**config.mk**
```make
export PLATFORM = sky130hd
export DESIGN_NAME = gate_apply_ctrl
export DESIGN_NICKNAME = d
export VERILOG_FILES = /design/src/rtl/gate_apply_ctrl_pkg.sv /design/src/rtl/gate_apply_ctrl_q_mac.sv /design/src/rtl/gate_apply_ctrl.sv
export SDC_FILE = /design/constraint.sdc
export NUM_CORES = 2
export LEC_CHECK = 0
export CAP_MARGIN = 20
export CORE_ASPECT_RATIO = 0.7
export CORE_MARGIN = 5
export CORE_UTILIZATION = 60
export DETAILED_ROUTE_END_ITERATION = 12
export DONT_BUFFER_PORTS = 1
export HOLD_SLACK_MARGIN = 0.06
export PLACE_DENSITY = 0.8
export SLEW_MARGIN = 20
export SYNTH_ARGS = -nofsm -noshare
export SYNTH_HDL_FRONTEND = slang
export SYNTH_SLANG_ARGS = --single-unit
```
**constraint.sdc**
```tcl
create_clock -name clk -period 24.1 [get_ports clk]
set_clock_uncertainty 0.15 [all_clocks]
set_input_delay 4.82 -clock clk [delete_from_list [all_inputs] [get_ports clk]]
set_output_delay 4.82 -clock clk [all_outputs]
set_load 0.05 [all_outputs]
```
**src/rtl/gate_apply_ctrl_pkg.sv**
```systemverilog
// Shared definitions for the gate-apply sequencer: Q12 constants, FSM states and
// the RAM addresses where the gate tables live.
package gate_apply_ctrl_pkg;

    localparam int Q_FRAC = 12;
    localparam int Q_ONE  = 4096;

    localparam int unsigned GATE_X_BASE = 1000;
    localparam int unsigned GATE_Y_BASE = 1100;
    localparam int unsigned GATE_Z_BASE = 1200;
    localparam int unsigned GATE_H_BASE = 1300;

    typedef enum logic [2:0] {
        ST_IDLE,
        ST_LOADV,
        ST_MAC,
        ST_WRITE,
        ST_DONE
    } state_e;

endpackage

```
**src/rtl/gate_apply_ctrl_q_mac.sv**
```systemverilog
// Signed multiply-accumulate with a double-width accumulator.
// The output is the accumulator floored by FRAC bits and wrapped to DATA_WIDTH.
module gate_apply_ctrl_q_mac #(
    parameter int DATA_WIDTH = 32,
    parameter int FRAC       = 12
) (
    input  logic                  clk,
    input  logic                  reset_n,
    input  logic                  clr,
    input  logic                  en,
    input  logic [DATA_WIDTH-1:0] a,
    input  logic [DATA_WIDTH-1:0] b,
    output logic [DATA_WIDTH-1:0] result
);

    localparam int AW2 = 2 * DATA_WIDTH;

    logic signed [AW2-1:0] acc_q;
    logic signed [AW2-1:0] acc_d;
    logic signed [AW2-1:0] prod;

    always_comb begin
        prod  = $signed({{DATA_WIDTH{a[DATA_WIDTH-1]}}, a}) *
                $signed({{DATA_WIDTH{b[DATA_WIDTH-1]}}, b});
        acc_d = acc_q;
        if (clr) begin
            acc_d = '0;
        end else if (en) begin
            acc_d = acc_q + prod;
        end
    end

    always_ff @(posedge clk or negedge reset_n) begin
        if (!reset_n) begin
            acc_q <= '0;
        end else begin
            acc_q <= acc_d;
        end
    end

    // Selecting bits above FRAC is the arithmetic right shift, truncated.
    assign result = acc_q[FRAC +: DATA_WIDTH];

endmodule

```
**src/rtl/gate_apply_ctrl.sv**
```systemverilog
// Owns the single-port RAM while applying a DIMxDIM Q12 matrix to a DIM-entry
// vector; passes CPU traffic straight through to the RAM when not busy.
module gate_apply_ctrl
    import gate_apply_ctrl_pkg::*;
#(
    parameter int DATA_WIDTH    = 32,
    parameter int ADDRESS_WIDTH = 12,
    parameter int DIM           = 4,
    parameter int FRAC          = Q_FRAC
) (
    input  logic                     clk,
    input  logic                     reset_n,
    input  logic                     start,
    input  logic [ADDRESS_WIDTH-1:0] mat_base,
    input  logic [ADDRESS_WIDTH-1:0] vec_src,
    input  logic [ADDRESS_WIDTH-1:0] vec_dst,
    output logic                     busy,
    output logic                     done,
    output logic                     cpu_drop,
    input  logic                     cpu_wEn,
    input  logic [ADDRESS_WIDTH-1:0] cpu_addr,
    input  logic [DATA_WIDTH-1:0]    cpu_dataIn,
    output logic [DATA_WIDTH-1:0]    cpu_dataOut,
    output logic                     mem_wEn,
    output logic [ADDRESS_WIDTH-1:0] mem_addr,
    output logic [DATA_WIDTH-1:0]    mem_dataIn,
    input  logic [DATA_WIDTH-1:0]    mem_dataOut
);

    localparam int AW = ADDRESS_WIDTH;
    localparam int DW = DATA_WIDTH;
    localparam int CW = $clog2(DIM + 1);
    localparam int RW = (DIM > 1) ? $clog2(DIM) : 1;

    state_e          state_q, state_d;
    logic [CW-1:0]   cnt_q, cnt_d;
    logic [RW-1:0]   row_q, row_d;
    logic [AW-1:0]   mat_q, mat_d;
    logic [AW-1:0]   src_q, src_d;
    logic [AW-1:0]   dst_q, dst_d;
    logic [DW-1:0]   vreg_q [DIM];
    logic [DW-1:0]   vreg_d [DIM];

    logic            mac_clr;
    logic            mac_en;
    logic [DW-1:0]   mac_b;
    logic [DW-1:0]   mac_result;

    gate_apply_ctrl_q_mac #(
        .DATA_WIDTH (DW),
        .FRAC       (FRAC)
    ) u_mac (
        .clk     (clk),
        .reset_n (reset_n),
        .clr     (mac_clr),
        .en      (mac_en),
        .a       (mem_dataOut),
        .b       (mac_b),
        .result  (mac_result)
    );

    always_comb begin
        state_d    = state_q;
        cnt_d      = cnt_q;
        row_d      = row_q;
        mat_d      = mat_q;
        src_d      = src_q;
        dst_d      = dst_q;
        vreg_d     = vreg_q;
        mac_clr    = 1'b0;
        mac_en     = 1'b0;
        mac_b      = '0;
        busy       = 1'b0;
        done       = 1'b0;
        mem_wEn    = cpu_wEn;
        mem_addr   = cpu_addr;
        mem_dataIn = cpu_dataIn;

        case (state_q)
            ST_IDLE: begin
                if (start) begin
                    mat_d   = mat_base;
                    src_d   = vec_src;
                    dst_d   = vec_dst;
                    cnt_d   = '0;
                    row_d   = '0;
                    state_d = ST_LOADV;
                end
            end
            ST_LOADV: begin
                busy     = 1'b1;
                mem_wEn  = 1'b0;
                mem_addr = src_q + AW'(cnt_q);
                // Read data lags the address by one cycle, so slot i fills at cnt i+1.
                for (int i = 0; i < DIM; i++) begin
                    if (cnt_q == CW'(i + 1)) vreg_d[i] = mem_dataOut;
                end
                if (cnt_q == CW'(DIM)) begin
                    cnt_d   = '0;
                    state_d = ST_MAC;
                end else begin
                    cnt_d = cnt_q + CW'(1);
                end
            end
            ST_MAC: begin
                busy     = 1'b1;
                mem_wEn  = 1'b0;
                mem_addr = mat_q + AW'(row_q) * AW'(DIM) + AW'(cnt_q);
                mac_clr  = (cnt_q == '0);
                mac_en   = (cnt_q != '0);
                for (int i = 0; i < DIM; i++) begin
                    if (cnt_q == CW'(i + 1)) mac_b = vreg_q[i];
                end
                if (cnt_q == CW'(DIM)) begin
                    cnt_d   = '0;
                    state_d = ST_WRITE;
                end else begin
                    cnt_d = cnt_q + CW'(1);
                end
            end
            ST_WRITE: begin
                busy       = 1'b1;
                mem_wEn    = 1'b1;
                mem_addr   = dst_q + AW'(row_q);
                mem_dataIn = mac_result;
                if (row_q == RW'(DIM - 1)) begin
                    state_d = ST_DONE;
                end else begin
                    row_d   = row_q + RW'(1);
                    state_d = ST_MAC;
                end
            end
            ST_DONE: begin
                done    = 1'b1;
                state_d = ST_IDLE;
            end
            default: begin
                state_d = ST_IDLE;
            end
        endcase
    end

    assign cpu_drop    = busy & cpu_wEn;
    assign cpu_dataOut = mem_dataOut;

    always_ff @(posedge clk or negedge reset_n) begin
        if (!reset_n) begin
            state_q <= ST_IDLE;
            cnt_q   <= '0;
            row_q   <= '0;
            mat_q   <= '0;
            src_q   <= '0;
            dst_q   <= '0;
            for (int i = 0; i < DIM; i++) vreg_q[i] <= '0;
        end else begin
            state_q <= state_d;
            cnt_q   <= cnt_d;
            row_q   <= row_d;
            mat_q   <= mat_d;
            src_q   <= src_d;
            dst_q   <= dst_d;
            vreg_q  <= vreg_d;
        end
    end

endmodule

```
==> After elaboration in Yosys (flattened, before gate mapping) <==
Cells that the tools add are included.
{ "word_totals": {"latchBits": 0, "n_memories": 0, "mem_bits_rw": 0, "rom_bits": 0, "in_bits": 116, "ff_bits": 236} }
{ "classes": {"n_mux": 25, "div_mod_pow": 0, "shift": 0, "mul": 1, "reduce_logical": 16, "bitwise_logic": 1, "n_addsub": 7, "n_eq_ne": 13, "n_lt_le_gt_ge": 0} }
{ "op_table": {"columns": ["cell", "count"], "rows": [
  ["two-way mux 32 bit", 6],
  ["two-way mux 64 bit", 2],
  ["adder 64 bit", 1],
  ["multiplier 32 x 32 -> 64 bit", 1],
  ["case mux 12 bit (3 select lines)", 1],
  ["adder 12 x 3 -> 12 bit", 2],
  ["two-way mux 3 bit", 6],
  ["adder 12 x 2 -> 12 bit", 1],
  ["adder 12 x 4 -> 12 bit", 1],
  ["equality test 3 x 2 -> 1 bit, second input constant", 4],
  ["case mux 3 bit (4 select lines)", 1],
  ["AND reduction 2 bit", 6],
  ["!= test 2 bit, second input constant", 4],
  ["equality test 3 x 1 -> 1 bit, second input constant", 2],
  ["equality test 3 bit, second input constant", 2],
  ["logical NOT 3 bit", 2],
  ["case mux 3 bit (2 select lines)", 1],
  ["AND reduction 3 bit", 2],
  ["nonzero test 2 bit", 3],
  ["two-way mux 1 bit", 4],
  ["two-way mux 2 bit", 2],
  ["case mux 2 bit (2 select lines)", 1],
  ["adder 3 x 1 -> 3 bit, second input constant", 1],
  ["nonzero test 3 bit", 1],
  ["other kinds (6)", 6]
]} }

==> Longest topological paths before layout <==
{ "logic_depth": {"depth_word": 10, "depth_mapped": 38, "mapped_depth_nobuf": 33} }

==> Cells and area by module <==
From an unflattened synthesis, not the netlist that was laid out.
{ "unflattened": {"cells_unflattened": 4359, "hier_area_um2": 39731.9} }
{ "by_module_without_submodules": {"columns": ["module", "cells_per_inst", "seq_area_each_um2", "n_inst", "area_each_um2"], "rows": [
  ["gate_apply_ctrl_q_mac", 3381, 1101.1, 1, 30405.4],
  ["gate_apply_ctrl", 978, 4304.1, 1, 9326.4]
]} }

==> Worst setup path before layout <==
No wires, ideal clock.
{ "synth_timing": {"path_kind": "in2reg", "from": "input port mem_dataOut[31]", "to": "register u_mac.acc_q[41]", "setup_ns": 0.069, "required_time_ns": 23.881, "arrival_time_ns": 11.989, "stages": 26, "path_slack_ns": 11.892, "cell_sequence": "clkbuf_1 > nand2_1 > fa_1 > fa_1 > inv_1 > fa_1 > inv_1 > fa_1 > inv_1 > fa_1 > fa_1 > fa_1 > inv_1 > fa_1 > inv_1 > ha_1 > inv_1 > nor3_1 > o21a_1 > a211oi_1 > o21bai_1 > a2111oi_2 > o31ai_1 > a21oi_1 > or4b_2 > nand3_1"} }
{ "synth_via": {"elab_chain_cells": 4} }
{ "synth_rtl": {"columns": ["item", "line_no", "source"], "rows": [
  ["start: declaration", "gate_apply_ctrl.sv:27", "input logic [DATA_WIDTH-1:0] mem_dataOut"],
  ["multiplier 32 x 32 -> 64 bit", "gate_apply_ctrl_q_mac.sv:23", "prod = $signed({{DATA_WIDTH{a[DATA_WIDTH-1]}}, a}) *"],
  ["adder 64 bit", "gate_apply_ctrl_q_mac.sv:29", "acc_d = acc_q + prod;"],
  ["two-way mux 64 bit", "gate_apply_ctrl_q_mac.sv:28", "end else if (en) begin"],
  ["two-way mux 64 bit", "gate_apply_ctrl_q_mac.sv:26", "if (clr) begin"],
  ["end signal: assignment", "gate_apply_ctrl_q_mac.sv:35", "acc_q <= '0;"],
  ["end signal: assignment", "gate_apply_ctrl_q_mac.sv:37", "acc_q <= acc_d;"],
  ["end: declaration", "gate_apply_ctrl_q_mac.sv:18", "logic signed [AW2-1:0] acc_q;"]
]} }
Every way passes these cells. The select of a mux whose other input is x is not followed.
A chain may end at the register's enable or synchronous reset.

==> Worst setup path in the final report <==
Ends and elaborated chain as after synthesis.

==> metrics.md <==
| Metric | Value |
|---|---|
| CTS tree | yes |
| Antenna Nets Post-Route | 0 |
| Setup crit end kind | flip-flop |
| Post_cts resized | 0 |
| Routed vias/inst | 5.771 |
| CTS root buffer | clkbuf_16 |
| Synth Instances | 4,115 |
| First-pass GRT wire length | 169,600 um |
| Via count | 27,810 |
| I/O pins | 196 |
| Clk sinks | 216 |
| Required time worst endpoint | 24.48 ns |
| Starting Density | 60.31% |
| Clock Tree Buf Depth | 3 |
| Number of filler cells placed in the layout | 5,139 |
| Slew HR | 25.67% |
| Area growth from synthesis to layout | 3.300% |
| Min-Delay Path Class | flip-flop to flip-flop |
| Postcts setup bufs | 0 |
| MaxCap Viol Count | 0 |
| Avg WL per Cell | 21.95 um |
| Register area share after synthesis | 13.89% |
| Main flop type after synthesis | dfrtp_1 |
| Max FO, Critical Path | 18 |
| Synth unique cells | 67 |
| Min Tclk post-route | 12.27 ns |
| Setup TNS | 0 ns |
| Mapped Nets | 5,228 |
| Hold Buf Count CTS | 0 |
| Fin. max-slew vios | 0 |
| Drt pass-1 iters | 6 |
| Final hold vios | 0 |
| Setup crit start kind | input pin |
| Syn avg cell area | 9.454 um2 |
| Die ar. | 0.07011 mm2 |
| FMAX | 0.08147 GHz |
| Die Ht | 223.0 um |
| Iter 0 DRT Violations | 2,844 |
| Initial antenna violation count | 5 |
| HPWL after DPL | 78,270 um |
| DRC errors left | 0 |
| Port Buffers | 0 |
| Site row count | 78 |
| Largest net degree at the start of global routing | 217 |
| Overall global routing resource usage | 31.11% |
| Setup violators final | 0 |
| TritonCTS Buffers | 24 |
| GP Congestion | 0.9467 |
| Clk pin slew, worst setup/hold paths | 0.06 ns |
| Crit path kind | input pin to flip-flop |
| Critical path arrival | 12.65 ns |
| Final period util | 50.93% |
| Post-synth EDFFs | 0 |
| Slew @ Worst Pin | 1.135 ns |
| Vias in the first global route | 29,860 |
| Post-Syn Area | 0.03890 mm2 |
| Grt ovf | 0 |
| Yosys reg bits | 216 |
| Die W | 314.3 um |
| Nets | 5,032 |
| CTS HTree Levels | 1 |
| Async SR Flop Fraction | 100.0% |
| Synth Warn # | 0 |
| Status | completed |
| Total Wirelength | 105,800 um |
| RSZ-0062 raised after global routing | false |
| Layout cells sized above 1 | 7.391% |
| Core ar. | 0.06451 mm2 |
| Clock Latency Late Sink | 0.62 ns |
-- metal layers --
metal / up-vias / share of wire [%] / track usage [%] / wire length, um
met2: 1710 / 42 / 44.68 / 43960
met3: 227 / 15 / 12.16 / 15370
met1: 14010 / 40 / 44.40 / 42680
met4: 8 / 3.5 / 8.829 / 3700
met5: - / 0.042 / 0.1377 / 44
li1: 11850 / - / - / -
-- state kept, by name, summed over array words and instances, names as in the netlist --
name	count
mat_q	12
cnt_q	3
row_q	2
dst_q	12
vreg_q	128
state_q	3
u_mac.acc_q	44
src_q	12
-- layout make-up --
class	instances	area, um2	area share (%)
timing repair buffer	47	372.9	0.9278
inverter	938	3521	8.761
multi-input combinational	2692	28970	72.08
tap	880	1101	2.740
antenna	1	2.502	0.006227
clock buffer	28	645.6	1.607
sequential	216	5405	13.45
clock inverter	16	173.9	0.4328
-- Yosys cell counts (33+ instances only) --
cell / instances / area share (%)
nor2_1: 41 / 0.40
xnor2_1: 75 / 1.7
xor2_1: 33 / 0.74
o21ai_0: 81 / 1.0
ha_1: 194 / 6.2
inv_1: 938 / 9.1
buf_1: 33 / 0.32
a21oi_1: 58 / 0.75
clkbuf_1: 192 / 1.9
dfrtp_1: 216 / 14
fa_1: 803 / 41
nand2_1: 550 / 5.3
and2_1: 386 / 6.2
mux2_2: 163 / 4.7
-- worst max-delay path, stage by stage --
cell and delay, ns:
nand2_1 0.72, fa_1 0.60, fa_1 0.54, inv_1 0.05
fa_1 0.47, inv_1 0.05, fa_1 0.53, inv_1 0.05
fa_1 0.48, fa_1 0.52, fa_1 0.51, inv_1 0.06
fa_1 0.48, inv_1 0.05, ha_1 0.34, nand4_1 0.16
nor3_1 0.51, and3_1 0.28, a2111oi_2 0.12, o31ai_1 0.44
a21oi_1 0.15, or4b_2 0.62, nand3_1 0.09
-- cell usage in the layout (no fill, tap or decap), types with 31 or more instances in the layout --
cell,synthesis,routed
a21oi_1,58,46
and2_1,386,386
buf_4,32,46
dfrtp_1,216,216
fa_1,803,803
ha_1,194,194
inv_1,938,938
mux2_2,163,163
nand2_1,550,549
nand3_1,31,31
nor2_1,41,41
o211ai_1,31,31
o21ai_0,81,45
o21ai_1,2,37
o22ai_1,32,31
xnor2_1,75,75
xor2_1,33,33
-- logic make-up after synthesis --
group	Yosys count	share of synthesized area (%)
XOR/XNOR	109	2.489
adder cells (fa/ha/maj)	997	47.56
AND/OR/NAND/NOR	1102	13.88
AO/OA/AOI/OAI	318	5.387
multiplexers	166	4.795
buffers and inverters	1207	11.99
flip-flops	216	13.89
-- worst paths after layout --
kind	startpoint	to	slack, ns	cells after the start
worst max-delay path	mem_dataOut[31]	u_mac.acc_q[41]$_DFFE_PN0P_	11.83	23
max in group asynchronous	reset_n	u_mac.acc_q[26]$_DFFE_PN0P_	19.45	0
worst max register to register	cnt_q[2]$_DFFE_PN0P_	u_mac.acc_q[36]$_DFFE_PN0P_	12.89	32
min in group asynchronous	reset_n	dst_q[11]$_DFFE_PN0P_	3.76	0
worst min register to register	vreg_q[10]$_DFFE_PN0P_	vreg_q[10]$_DFFE_PN0P_	0.36	1
worst min-delay path	vreg_q[10]$_DFFE_PN0P_	vreg_q[10]$_DFFE_PN0P_	0.36	1
-- through the flow --
| step | util, % | hold WS (ns) | std cells | cell area, um2 | worst slack (ns) |
|---|---|---|---|---|---|
| after global placement | 60.95 | 0.3287 | 4772 | 39320 | 11.35 |
| after floorplan | - | 0.3158 | 4115 | 38900 | 11.89 |
| after CTS | 62.24 | 0.3577 | 4816 | 40150 | 11.80 |
| after detailed placement | 60.97 | 0.3429 | 4772 | 39330 | 11.18 |
| after global routing | 62.30 | 0.3661 | 4818 | 40190 | 11.47 |
| final | 62.30 | 0.3566 | 4818 | 40190 | 11.83 |
Power is not shown: default switching activity piles up to over one toggle a cycle in this logic, so the estimate is an artifact.
